[config.mk]
export PLATFORM = sky130hd
export DESIGN_NAME = cache_ctrl
export DESIGN_NICKNAME = d
export VERILOG_FILES = /design/src/rtl/cache_ctrl.sv
export SDC_FILE = /design/constraint.sdc
export NUM_CORES = 1
export LEC_CHECK = 0
export CAP_MARGIN = 25
export CORE_MARGIN = 2
export CORE_UTILIZATION = 40
export DETAILED_ROUTE_END_ITERATION = 6
export PLACE_DENSITY = 0.6
export SYNTH_ARGS = -nofsm -noshare
export SYNTH_HDL_FRONTEND = slang
export SYNTH_SLANG_ARGS = --single-unit
export TNS_END_PERCENT = 1
[constraint.sdc]
create_clock -name clk -period 9.65 [get_ports clk]
set_clock_uncertainty 0.2 [all_clocks]
set_input_delay 1.93 -clock clk [delete_from_list [all_inputs] [get_ports clk]]
set_output_delay 1.93 -clock clk [all_outputs]
set_load 0.005 [all_outputs]
[src/rtl/cache_ctrl.sv]
// Write-through, no-write-allocate set-associative cache controller.
// Holds tags/valids, drives the external data array, and services misses over a req/ack memory port.
module cache_ctrl #(
    parameter int  WIDTH      = 8,
    parameter int  WAYS       = 4,
    parameter int  TOTAL_SIZE = 16,
    parameter int  ADDR_WIDTH = 8,
    localparam int SETS       = TOTAL_SIZE / WAYS,
    localparam int IDX        = $clog2(SETS),
    localparam int WAY_W      = $clog2(WAYS),
    localparam int TAG_W      = ADDR_WIDTH - IDX
) (
    input  logic                  clk,
    input  logic                  rst,
    input  logic                  req_valid,
    output logic                  req_ready,
    input  logic                  req_we,
    input  logic [ADDR_WIDTH-1:0] req_addr,
    input  logic [WIDTH-1:0]      req_wdata,
    output logic                  resp_valid,
    output logic                  resp_hit,
    output logic [WIDTH-1:0]      resp_rdata,
    output logic                  dat_we,
    output logic                  dat_re,
    output logic [WAY_W-1:0]      dat_way,
    output logic [IDX-1:0]        dat_index,
    output logic [WIDTH-1:0]      dat_wdata,
    input  logic [WAYS*WIDTH-1:0] dat_rdata,
    output logic                  mem_req,
    output logic                  mem_we,
    output logic [ADDR_WIDTH-1:0] mem_addr,
    output logic [WIDTH-1:0]      mem_wdata,
    input  logic                  mem_ack,
    input  logic [WIDTH-1:0]      mem_rdata
);

    typedef enum logic [2:0] {
        S_IDLE   = 3'd0,
        S_LOOKUP = 3'd1,
        S_MEM_RD = 3'd2,
        S_FILL   = 3'd3,
        S_MEM_WR = 3'd4,
        S_RESP   = 3'd5
    } state_t;

    state_t                  state_r;
    state_t                  state_s;
    logic                    we_r;
    logic [ADDR_WIDTH-1:0]   addr_r;
    logic [WIDTH-1:0]        wdata_r;
    logic [WIDTH-1:0]        fill_r;
    logic                    hit_r;

    logic [TAG_W-1:0]        tag_r [WAYS][SETS];
    logic [WAYS-1:0]         valid_r [SETS];
    logic [WAY_W-1:0]        rr_ptr_r [SETS];

    logic [IDX-1:0]          idx_s;
    logic [TAG_W-1:0]        tag_s;
    logic [WAYS-1:0]         match_s;
    logic [WAYS-1:0]         free_s;
    logic                    hit_s;
    logic                    all_valid_s;
    logic [WAY_W-1:0]        hit_way_s;
    logic [WAY_W-1:0]        victim_s;
    logic [WIDTH-1:0]        hit_data_s;
    logic                    resp_hit_s;
    logic [WIDTH-1:0]        resp_rdata_s;
    logic                    resp_valid_r;
    logic                    resp_hit_r;
    logic [WIDTH-1:0]        resp_rdata_r;

    assign idx_s      = addr_r[IDX-1:0];
    assign tag_s      = addr_r[ADDR_WIDTH-1:IDX];
    assign dat_index  = idx_s;
    assign req_ready  = (state_r == S_IDLE);
    assign resp_valid = resp_valid_r;
    assign resp_hit   = resp_hit_r;
    assign resp_rdata = resp_rdata_r;

    // Tag compare and victim choice; the descending scan makes the lowest way win both.
    always_comb begin
        match_s     = '0;
        free_s      = ~valid_r[idx_s];
        all_valid_s = &valid_r[idx_s];
        hit_way_s   = '0;
        victim_s    = rr_ptr_r[idx_s];
        for (int w = WAYS - 1; w >= 0; w--) begin
            match_s[w] = valid_r[idx_s][w] && (tag_r[w][idx_s] == tag_s);
            hit_way_s  = match_s[w] ? WAY_W'(w) : hit_way_s;
            victim_s   = free_s[w] ? WAY_W'(w) : victim_s;
        end
        hit_s      = |match_s;
        hit_data_s = dat_rdata[hit_way_s*WIDTH +: WIDTH];
    end

    // Next-state logic.
    always_comb begin
        state_s = state_r;
        case (state_r)
            S_IDLE: begin
                if (req_valid) state_s = S_LOOKUP;
                else           state_s = S_IDLE;
            end
            S_LOOKUP: begin
                if (we_r)       state_s = S_MEM_WR;
                else if (hit_s) state_s = S_RESP;
                else            state_s = S_MEM_RD;
            end
            S_MEM_RD: begin
                if (mem_ack) state_s = S_FILL;
                else         state_s = S_MEM_RD;
            end
            S_FILL:   state_s = S_RESP;
            S_MEM_WR: begin
                if (mem_ack) state_s = S_RESP;
                else         state_s = S_MEM_WR;
            end
            S_RESP:   state_s = S_IDLE;
            default:  state_s = S_IDLE;
        endcase
    end

    // Per-state decode of the array and memory ports, plus the response about to be registered.
    always_comb begin
        dat_we       = 1'b0;
        dat_re       = 1'b0;
        dat_way      = '0;
        dat_wdata    = '0;
        mem_req      = 1'b0;
        mem_we       = 1'b0;
        mem_addr     = '0;
        mem_wdata    = '0;
        resp_hit_s   = 1'b0;
        resp_rdata_s = '0;
        case (state_r)
            S_LOOKUP: begin
                dat_re       = 1'b1;
                dat_way      = hit_way_s;
                resp_hit_s   = hit_s;
                resp_rdata_s = hit_data_s;
                if (we_r && hit_s) begin
                    dat_we    = 1'b1;
                    dat_wdata = wdata_r;
                end else begin
                    dat_we    = 1'b0;
                end
            end
            S_MEM_RD: begin
                mem_req  = 1'b1;
                mem_addr = addr_r;
            end
            S_FILL: begin
                dat_we       = 1'b1;
                dat_way      = victim_s;
                dat_wdata    = fill_r;
                resp_rdata_s = fill_r;
            end
            S_MEM_WR: begin
                mem_req    = 1'b1;
                mem_we     = 1'b1;
                mem_addr   = addr_r;
                mem_wdata  = wdata_r;
                resp_hit_s = hit_r;
            end
            default: begin
                dat_we = 1'b0;
            end
        endcase
    end

    // State register.
    always_ff @(posedge clk or negedge rst) begin
        if (!rst) state_r <= S_IDLE;
        else      state_r <= state_s;
    end

    // Latched request fields, write-hit flag and fill data.
    always_ff @(posedge clk or negedge rst) begin
        if (!rst) begin
            we_r    <= 1'b0;
            addr_r  <= '0;
            wdata_r <= '0;
            fill_r  <= '0;
            hit_r   <= 1'b0;
        end else begin
            case (state_r)
                S_IDLE: begin
                    if (req_valid) begin
                        we_r    <= req_we;
                        addr_r  <= req_addr;
                        wdata_r <= req_wdata;
                    end
                end
                S_LOOKUP: hit_r <= hit_s;
                S_MEM_RD: begin
                    if (mem_ack) fill_r <= mem_rdata;
                end
                default: hit_r <= hit_r;
            endcase
        end
    end

    // Tag, valid and round-robin state; only a fill modifies them.
    always_ff @(posedge clk or negedge rst) begin
        if (!rst) begin
            for (int s = 0; s < SETS; s++) begin
                valid_r[s]  <= '0;
                rr_ptr_r[s] <= '0;
                for (int w = 0; w < WAYS; w++) tag_r[w][s] <= '0;
            end
        end else if (state_r == S_FILL) begin
            tag_r[victim_s][idx_s]   <= tag_s;
            valid_r[idx_s][victim_s] <= 1'b1;
            if (all_valid_s) rr_ptr_r[idx_s] <= rr_ptr_r[idx_s] + WAY_W'(1);
        end
    end

    // Registered response, loaded on the edge that enters RESP.
    always_ff @(posedge clk or negedge rst) begin
        if (!rst) begin
            resp_valid_r <= 1'b0;
            resp_hit_r   <= 1'b0;
            resp_rdata_r <= '0;
        end else if (state_s == S_RESP) begin
            resp_valid_r <= 1'b1;
            resp_hit_r   <= resp_hit_s;
            resp_rdata_r <= resp_rdata_s;
        end else begin
            resp_valid_r <= 1'b0;
            resp_hit_r   <= 1'b0;
            resp_rdata_r <= '0;
        end
    end

endmodule

; ---- Word-level counts from Yosys, hierarchy flattened
; Cells that the tools add are included.
[totals]
ff_bits = 159
inputBits = 61
output_inout_bits = 43
wordCells = 127
[classes]
add_sub_neg = 1
magnitude_cmp = 6
eq_ne = 9
n_shift = 1
n_mux = 59
bitwise = 4
reduce_logical = 14
[op_table]
columns = op, n
row1 = $bwmux 96, 1
row2 = $mux 6, 9
row3 = $bmux 6 s2, 4
row4 = $demux 24 s2, 1
row5 = $mux 8, 4
row6 = $pmux 8 s2, 2
row7 = $shiftx 32x6->8, 1
row8 = $eq 6x6->1, 4
row9 = $mux 24, 1
row10 = $mux 2, 11
row11 = $or 16x16->16, 1
row12 = $pmux 3 s5, 1
row13 = $demux 6 s2, 1
row14 = $mux 4, 3
row15 = $mux 1, 10
row16 = $bmux 4 s2, 1
row17 = $bwmux 8, 1
row18 = $demux 4 s2, 1
row19 = $logic_and 1x1->1, 8
row20 = $eq 3x2->1 const B, 2
row21 = $eq 3x3->1 const B, 2
row22 = $ge 3x3->1 const B, 2
row23 = $lt 3x1->1 const B, 2
row24 = $mux 3, 2
row25 = 16 further kinds, 19

; ---- Depth between registers and ports, before layout
; Gate-level depths: netlist of run 1.
[depth]
ltp_word = 16
ltp_mapped = 12
depth_no_buf = 8

; ---- Least setup slack after synthesis of run 1
; OpenSTA, ideal clock, no wires.
[synth_timing]
kind = reg-to-output
start = register addr_r[0]
end = output port dat_wdata[0]
arrival_time_ns = 2.541
required_time_ns = 7.520
path_slack_ns = 4.979
path_stages_with_launch = 13
n_path_buf = 4
cell_sequence = dfrtp_1 -> buf_6 -> buf_12 -> buf_12 -> mux4_2 -> xnor2_1 -> nand4_1 -> nor4_4 -> a21oi_4 -> nand2_1 -> and3_1 -> buf_2 -> a22o_1
[synth_via]
elab_chain_len = 10
elab_cells_between_ends = 28
cone_classes = eq/ne (4) / mux (17) / bitwise (1) / reduce/logical (6)
[synth_lines]
columns = item, line_no
row1 = from (decl), 49  ; logic [ADDR_WIDTH-1:0] addr_r;
row2 = from (signal assigned), 191  ; addr_r <= req_addr;
row3 = $not 2->3 (not written as such) (*), 89  ; match_s[w] = valid_r[idx_s][w] && (tag_r[w][idx_s] == tag_s);
row4 = $bmux 6 s2, 89
row5 = $mux 6 (not written as such) (2 in series), 89
row6 = $eq 6x6->1, 89
row7 = $logic_and 1x1->1, 89
row8 = $reduce_or 4->1 (*), 93  ; hit_s = |match_s;
row9 = $logic_and 1x1->1 (*), 142  ; if (we_r && hit_s) begin
row10 = $mux 8 (*), 142
row11 = $pmux 8 s2 (*), 136  ; case (state_r)
row12 = to (decl), 27  ; output logic [WIDTH-1:0] dat_wdata,
; Mark *: on every way between the ends. The rest lies on a longest branch, timed or not. The select of a mux whose other input is x is not followed.

; ---- Worst setup path in the final report of run 1
[layout_timing]
start = register addr_r[0]
end = output port dat_we
[layout_via]
elab_chain_len = 10
elab_cells_between_ends = 28
cone_classes = eq/ne (4) / mux (17) / bitwise (1) / reduce/logical (6)
[layout_lines]
columns = item, line_no
row1 = $not 2->3 (not written as such) (*), 89
row2 = $bmux 6 s2, 89
row3 = $mux 6 (not written as such) (2 in series), 89
row4 = $eq 6x6->1, 89
row5 = $logic_and 1x1->1, 89
row6 = $reduce_or 4->1 (*), 93
row7 = $logic_and 1x1->1 (*), 142
row8 = $mux 1 (*), 142
row9 = $pmux 1 s2 (*), 136
row10 = to (decl), 23  ; output logic dat_we,
; Marks and branches as above.

==> results.toml, run 1 <==
[floorplanning]
core_mm2 = 0.0195
num_rows = 51
initial_core_util_pct = 40.9
die_w_um = 145
ios = 104
die_area_mm2 = 0.0210
die_y_um = 145

[global_route]
grt.total_usage_pct = 18.6
grt_pass1_wl_um = 30400
antenna_found_initial = 0
grt_max_degree = 95
gr-total-overflow = 0
grt_pass1_vias = 5353

[yosys]
synth_area_leaders = "dfrtp_1 50%, mux2_2 15%, mux4_1 6.3%"
ys_seq_area_share_pct = 50.0
synth_edf_count = 0
synthDistinctLibCells = 56
synth_top_area_share_pct = 50.0
synth_top_area_cell = "dfrtp_1"
synth-seq-cells = 159
synth_nets = 661
syn_inst = 600
synthArstFlopShare_pct = 100
yosysWarnings = 0
avgSynthCellArea_um2 = 13.3
netlist_area_mm2 = 0.00796
synth_top_flop_cell = "dfrtp_1"

[routing]
routed-via-count = 5127
met1Wirelength_um = 8620
top_layer = "met4"
wl_um = 19100
drc = 0
routed-wl-met3_um = 545
via_per_inst = 5.32
drt-initial-drc-count = 288
ant_nets = 0
dr.pass1.iters = 4
wl_per_cell_um = 19.8
wl_met2_um = 9590

[power_and_ir_drop]
p_leak_nw = 4.41
total_power_mw = 2.52
ir_drop_mv = 0.117
power_density_mw_per_mm2 = 259

[min_path]
hp-start = "valid_r[2]$_DFFE_PN0P_"
worst_hold_path.num_cells = 1
min-delay-path-class = "reg2reg"
min_to = "valid_r[2]$_DFFE_PN0P_"

[clocking]
post_cts_resized = 0
clock-sinks = 159
clock-root-buffer = "clkbuf_16"
clkTransAtPathRegs_ps = 60
cts_buffer_depth = 2
htree_levels = 4
cts_inserted_buffers = 17
cts_hold_buf = 0
postCtsSetupBuffers = 0
cts_tree = "done"
worstSkewPairLatency_ps = 420

[timing]
setup_ws_ps = 3220
drv_slew = 0
whs_ps = 260
maxSlewHeadroom_pct = 41.4
setup-tns-final_ps = 0
min_period_ps = 6430
clock.fmax_ghz = 0.155
worst_slew_pin_slew_ps = 879
hold_viol = 0
rsz0062_at_grt = "false"
setup_violations = 0
finalCritPeriodShare_pct = 66.7

[critical_path]
arrival_ps = 4300
r2r-end = "tag_r[28]$_DFFE_PN0P_"
required_ps = 7520
path_max_fanout = 37
cp-end-kind = "primary output"
path_delay_family = "buffers and inverters"
cp_slowest_cell = "dfrtp_2"
crit_chain = "buf_4, mux4_2, xnor2_1, o211ai_2, nor4_4, a21oi_4, nand2_1, and3_1, or2_1, clkdlybuf4s50_1"
startpoint_type = "flip-flop"
r2r_slack_ps = 5840
rr_worst_depth = 8
critPathMaxStageDelay_ps = 660
path_buf_inv = 2
timing.rr.start = "addr_r[0]$_DFFE_PN0P_"
worst-setup-path-type = "reg2out"

[status]
status = "finished clean"

[flow_run]
maxCapViolCount = 0

[layout]
drive_above_1_share_pct = 26.5
final_common_cell = "dfrtp_1"
syn2layout_area_growth_pct = 22.1
final_core_util_pct = 49.9
insertedDiodeCount = 0
final_cell_mix = "158 x dfrtp_1, 105 x mux2_2, 102 x clkdlybuf4s50_1"
nets = 747
fin_area_mm2 = 0.00972
fin_cells = 963

[place]
hpwl_um = 13300
place_ws_ps = 3630
gp_congestion = 0.800
dp.cells = 931
dpl_cell_area_mm2 = 0.00908
port-buffer-count = 103
==> Yosys cell counts, types with 6 or more instances <==
library cell  instances
o21ai_1              17
mux4_1               19
or3_1                 7
mux4_2                8
o21ai_0              13
a22o_1                8
and3_1               17
xnor2_1              17
dfrtp_1             159
mux2_1               11
a21boi_1             16
a32oi_1               8
xor2_1               11
mux2i_1               6
clkbuf_1             23
buf_2                 8
nor2_1               10
nand2_1              33
nor2_2                8
and2_1               16
or2_2                12
mux2_2              105
==> cell type report <==
type / count / area (um^2)
Inverter: 4 / 15.0
Timing Repair Buffer: 112 / 1110
Clock buffer: 26 / 519
Sequential cell: 159 / 3980
Multi-Input combinational cell: 392 / 3660
Fill cell: 1664 / 9750
Clock inverter: 5 / 100
Tap cell: 265 / 332
==> how the worst max path moves through the flow <==
stage | from | to | slack (ps) | cells after the start
4_1_cts | addr_r[0]$_DFFE_PN0P_ | dat_wdata[1] | 3170 | 10
5_1_grt | addr_r[0]$_DFFE_PN0P_ | dat_we | 2930 | 10
3_5_place_dp | addr_r[0]$_DFFE_PN0P_ | dat_wdata[1] | 3630 | 10
6_report | addr_r[0]$_DFFE_PN0P_ | dat_we | 3220 | 10
2_1_floorplan | addr_r[0]$_DFFE_PN0P_ | dat_wdata[0] | 4980 | 12
3_3_place_gp | addr_r[0]$_DFFE_PN0P_ | dat_we | 3720 | 10
==> logic make-up (layout without fill, tap and decap cells) <==
logic type	count (synthesis)	in the layout	share of synthesized area, %
buf+inv	49	147	4.03
flops	159	159	50.0
simple gates	134	134	9.75
xor+xnor	28	28	3.08
mux	149	149	25.7
compound gates	81	81	7.41
==> report_power, final <==
group,total (mW),internal (mW),switching [mW]
sequential,0.991,0.822,0.170
combinational,0.823,0.423,0.400
clock,0.702,0.447,0.255
total,2.52,1.69,0.825
==> state kept, by name, summed over array words and instances (netlist names) <==
| signal | cells |
|---|---|
| addr_r | 8 |
| rr_ptr_r | 8 |
| valid_r | 16 |
| state_r | 3 |
| tag_r | 96 |
| resp_rdata | 8 |
| we_r | 1 |
| resp_valid | 1 |
| resp_hit | 1 |
| fill_r | 8 |
| hit_r | 1 |
| wdata_r | 8 |
==> routing by layer <==
layer | global-route usage [%] | vias to the layer above
li1 | - | 2353
met1 | 24.9 | 2666
met2 | 30.4 | 89
met3 | 4.03 | 19
met4 | 5.50 | 0
met5 | 0 | -
No activity file was read; power rests on OpenSTA's default activity.
==> inputs of run 2 (changes only) <==
--- a/config.mk
+++ b/config.mk
@@ -9,7 +9,7 @@
 export CORE_MARGIN = 2
 export CORE_UTILIZATION = 40
 export DETAILED_ROUTE_END_ITERATION = 6
-export PLACE_DENSITY = 0.6
+export PLACE_DENSITY = 0.62
 export SYNTH_ARGS = -nofsm -noshare
 export SYNTH_HDL_FRONTEND = slang
 export SYNTH_SLANG_ARGS = --single-unit
==> constraint.sdc (replaced) <==
create_clock -name clk -period 5.29 [get_ports clk]
set_clock_uncertainty 0.2 [all_clocks]
set_input_delay 1.058 -clock clk [delete_from_list [all_inputs] [get_ports clk]]
set_output_delay 1.058 -clock clk [all_outputs]
set_load 0.005 [all_outputs]
==> run 2 against run 1 <==
Register-to-register slack worse by 3900 ps. Clock-buffer cell count shrank 5. Global-route usage shrank 0.092 points. Die area is the same. Via count rose by 0.72%. Cell area is 1.3% higher. Critical path type unchanged. Highest routed layer unchanged.
==> results.toml, run 2 (synthesis results as in run 1) <==
[critical_path]
worst-setup-path-type = "reg2out"
startpoint_type = "flip-flop"
cp_slowest_cell = "mux4_1"
path_buf_inv = 2
path_max_fanout = 11
cp-end-kind = "primary output"
path_delay_family = "simple AND/OR/NAND/NOR gates"
required_ps = 4030
arrival_ps = 3730
crit_chain = "buf_4, mux4_1, xor2_1, or4_4, nor2b_1, nand2_1, and3_1, a22o_1, clkdlybuf4s50_1"
critPathMaxStageDelay_ps = 550

[min_path]
min-delay-path-class = "reg2reg"

[layout]
largest_reg_flops = 96
final_common_cell = "dfrtp_1"
regArea_mm2 = 0.00398
nets = 759
multi_input_area_mm2 = 0.00366
num-fill-cells = 1667
syn2layout_area_growth_pct = 23.7
final_cell_mix = "157 x dfrtp_1, 105 x mux2_2, 102 x clkdlybuf4s50_1"
largest-register = "tag_r"
insertedDiodeCount = 0
drive_above_1_share_pct = 27.9
reg_top3 = "tag_r x96, valid_r x16"

[clocking]
clkTransAtPathRegs_ps = 60
cts_buffer_depth = 2
clock-sinks = 159
cts_tree = "done"
worstSkewPairLatency_ps = 420
cts_inserted_buffers = 17
htree_levels = 4
clock-root-buffer = "clkbuf_16"

[global_route]
grt_pass1_wl_um = 30500
antenna_found_initial = 0
grt_max_degree = 102
grt.total_usage_pct = 18.5
grt_pass1_vias = 5530
gr-total-overflow = 0

[place]
port-buffer-count = 103
place_ws_ps = 499
gp_congestion = 0.776
hpwl_um = 13000

[routing]
ant_nets = 0
dr.pass1.iters = 4
via_per_inst = 5.30
drc = 0
wl_um = 18800
routed-via-count = 5164
drt-initial-drc-count = 277
wl_per_cell_um = 19.2

[timing]
setup_ws_ps = 297
hold_viol = 0
worst_slew_pin_slew_ps = 923
setup_violations = 0
min_period_ps = 4990
drv_slew = 0
setup-tns-final_ps = 0
finalCritPeriodShare_pct = 94.4
maxSlewHeadroom_pct = 38.5
rsz0062_at_grt = "false"
clock.fmax_ghz = 0.200

[status]
status = "finished clean"

[floorplanning]
ios = 104
die_y_um = 145
die_area_mm2 = 0.0210
num_rows = 51
core_mm2 = 0.0195
die_w_um = 145
initial_core_util_pct = 40.9

[power_and_ir_drop]
p_leak_nw = 4.48
ir_drop_mv = 0.198
power_density_mw_per_mm2 = 478

[flow_run]
maxCapViolCount = 0
[run 2: cell count changes in the layout (fill, tap and decap cells not counted), moves of 2 or more]
cell / before / now
clkbuf_8: 6 / 1
bufinv_16: 3 / 5
buf_8: 2 / 0
buf_4: 7 / 18
[run 2: metal layers]
| metal | routed length, um | GRT usage, % |
|---|---|---|
| met4 | 343 | 6.04 |
| met1 | 8310 | 24.1 |
| met3 | 678 | 4.37 |
| met2 | 9420 | 30.5 |
| met5 | 0 | 0 |
[run 2: final cells by class]
cell class | instances | area share, %
sequential | 159 | 40.5
multi-input combinational | 392 | 37.1
timing repair buffer | 124 | 12.4
clock buffer | 21 | 4.58
tap | 265 | 3.37
clock inverter | 10 | 1.88
inverter | 4 | 0.153
[run 2: final timing paths]
check	from	endpoint	slack (ps)	cells after the start
max	addr_r[0]$_DFFE_PN0P_	dat_wdata[0]	300	9
min	rr_ptr_r[0]$_DFFE_PN0P_	rr_ptr_r[0]$_DFFE_PN0P_	260	1
min reg2reg	rr_ptr_r[0]$_DFFE_PN0P_	rr_ptr_r[0]$_DFFE_PN0P_	260	1
max in group asynchronous	rst	tag_r[75]$_DFFE_PN0P_	3310	2
max reg2reg	addr_r[0]$_DFFE_PN0P_	tag_r[43]$_DFFE_PN0P_	1960	9
min in group asynchronous	rst	resp_rdata[2]$_DFF_PN0_	520	1
[run 2: where the power goes]
| part | total [mW] | internal [mW] | switching [mW] |
|---|---|---|---|
| Combinational | 1.54 | 0.830 | 0.714 |
| Clock | 1.33 | 0.848 | 0.477 |
| Sequential | 1.83 | 1.50 | 0.330 |
[run 2: through the flow]
| step | total power, mW | cells | utilization (%) | area, um^2 | hold slack [ps] |
|---|---|---|---|---|---|
| 5_1_grt | 4.97 | 975 | 50.6 | 9840 | 285 |
| 4_1_cts | 4.69 | 970 | 50.2 | 9770 | 266 |
| 2_1_floorplan | 2.85 | 600 | - | 7960 | 229 |
| 6_report | 4.70 | 975 | 50.6 | 9840 | 265 |
| 3_3_place_gp | 3.31 | 938 | 46.9 | 9130 | 245 |
| 3_5_place_dp | 3.35 | 939 | 46.9 | 9130 | 251 |
[run 2: repair_timing]
item | in CTS | in global routing
hold buffers | 0 | 0
resized for setup | 0 | 2
setup buffers | 0 | 4
setup endpoints to repair | 0 | 9
==> inputs of run 3 (changes only) <==
--- a/config.mk
+++ b/config.mk
@@ -9,6 +9,8 @@
 export CORE_MARGIN = 2
 export CORE_UTILIZATION = 40
 export DETAILED_ROUTE_END_ITERATION = 6
+export GPL_ROUTABILITY_DRIVEN = 0
+export MAX_ROUTING_LAYER = met4
 export PLACE_DENSITY = 0.62
 export SYNTH_ARGS = -nofsm -noshare
 export SYNTH_HDL_FRONTEND = slang
==> run 3 against run 2 <==
Flip-flop and latch count unchanged. Critical path depth stayed put. Fmax down 0.34%. Global-route usage up 0.57 points. Critical endpoint unchanged.
==> results.toml, run 3 (synthesis results as in run 1) <==
[critical_path]
path_buf_inv = 2
crit_chain = "buf_4, mux4_1, xor2_1, or4_4, nor2b_1, nand2_1, and3_1, a22o_1, clkdlybuf4s50_1"
arrival_ps = 3750
worst-setup-path-type = "reg2out"
critPathMaxStageDelay_ps = 550
cp-end-kind = "primary output"
r2r_slack_ps = 1950
path_delay_family = "simple AND/OR/NAND/NOR gates"
startpoint = "addr_r[0]$_DFFE_PN0P_"
path_max_fanout = 11
cp_slowest_cell = "mux4_1"
timing.rr.start = "addr_r[0]$_DFFE_PN0P_"
startpoint_type = "flip-flop"
required_ps = 4030

[routing]
via_per_inst = 5.32
dr.pass1.iters = 4
wl_um = 18800
ant_nets = 0
routed-via-count = 5185
drt-initial-drc-count = 312
wl_per_cell_um = 19.3
drc = 0

[layout]
syn2layout_area_growth_pct = 23.7
drive_above_1_share_pct = 27.9
regArea_mm2 = 0.00398
multi_input_area_mm2 = 0.00366
nets = 759
largest_reg_flops = 96
reg_top3 = "tag_r x96, valid_r x16"
final_common_cell = "dfrtp_1"
fin_area_mm2 = 0.00984
insertedDiodeCount = 0
largest-register = "tag_r"
num-fill-cells = 1667
final_cell_mix = "157 x dfrtp_1, 105 x mux2_2, 102 x clkdlybuf4s50_1"

[timing]
clock.fmax_ghz = 0.200
drv_slew = 0
setup-tns-final_ps = 0
hold_viol = 0
worst_slew_pin_slew_ps = 914
whs_ps = 264
min_period_ps = 5010
rsz0062_at_grt = "false"
setup_violations = 0
maxSlewHeadroom_pct = 39.0
setup_ws_ps = 280
finalCritPeriodShare_pct = 94.7

[clocking]
cts_inserted_buffers = 17
cts_buffer_depth = 2
clkTransAtPathRegs_ps = 60
worstSkewPairLatency_ps = 420
clock-sinks = 159
cts_hold_buf = 0
htree_levels = 4
cts_tree = "done"
clock-root-buffer = "clkbuf_16"

[floorplanning]
ios = 104
num_rows = 51
core_mm2 = 0.0195
die_w_um = 145
die_y_um = 145
die_area_mm2 = 0.0210
initial_core_util_pct = 40.9

[place]
port-buffer-count = 103
hpwl_um = 13000
dpl_cell_area_mm2 = 0.00913
place_ws_ps = 499

[global_route]
grt.total_usage_pct = 19.1
gr-total-overflow = 0
grt_pass1_wl_um = 30500
antenna_found_initial = 0
grt_pass1_vias = 5530
grt_max_degree = 102

[power_and_ir_drop]
p_leak_nw = 4.48
ir_drop_mv = 0.199
power_density_mw_per_mm2 = 478

[min_path]
min-delay-path-class = "reg2reg"
hp-start = "rr_ptr_r[0]$_DFFE_PN0P_"

[status]
status = "finished clean"

[flow_run]
maxCapViolCount = 0
==> run 3: cell counts in the layout (fill, tap and decap cells not counted) <==
No cell type changed its count.
==> run 3: path summary, 6_finish.rpt <==
kind,cells past startpoint,to
worst max-delay path,9,dat_wdata[0]
worst min-delay path,1,rr_ptr_r[0]$_DFFE_PN0P_
worst max register to register,9,tag_r[44]$_DFFE_PN0P_
worst min register to register,1,rr_ptr_r[0]$_DFFE_PN0P_
max in group asynchronous,2,addr_r[3]$_DFFE_PN0P_
min in group asynchronous,1,resp_valid$_DFF_PN0_
==> run 3: power breakdown <==
part           switching [mW]  internal (mW)  total, mW
sequential              0.331           1.50       1.83
clock                   0.483          0.848       1.33
combinational           0.714          0.830       1.54
==> run 3: cell type report <==
class / count / share of cell area, %
timing repair buffer: 124 / 12.4
clock buffer: 21 / 4.58
sequential: 159 / 40.5
clock inverter: 10 / 1.88
tap: 265 / 3.37
multi-input combinational: 392 / 37.1
inverter: 4 / 0.153
==> run 3: per-stage QoR <==
step | power [mW] | instances | utilization, %
after CTS | 4.69 | 970 | 50.2
after floorplan | 2.85 | 600 | -
after global routing | 4.98 | 975 | 50.6
after global placement | 3.31 | 938 | 46.9
after detailed placement | 3.35 | 939 | 46.9
final | 4.71 | 975 | 50.6
==> run 3: what timing repair did <==
item	in CTS	in global routing
setup endpoints to repair	0	9
gates resized for setup	0	2
setup buffers	0	4
==> run 3: per-layer routing <==
metal  GRT usage, %  wire length [um]  vias to the layer above
met5              -                 0                        -
li1               -                 -                     2378
met2           30.5              9420                      114
met1           24.2              8230                     2672
met4           6.04               350                        0
met3           4.37               823                       21
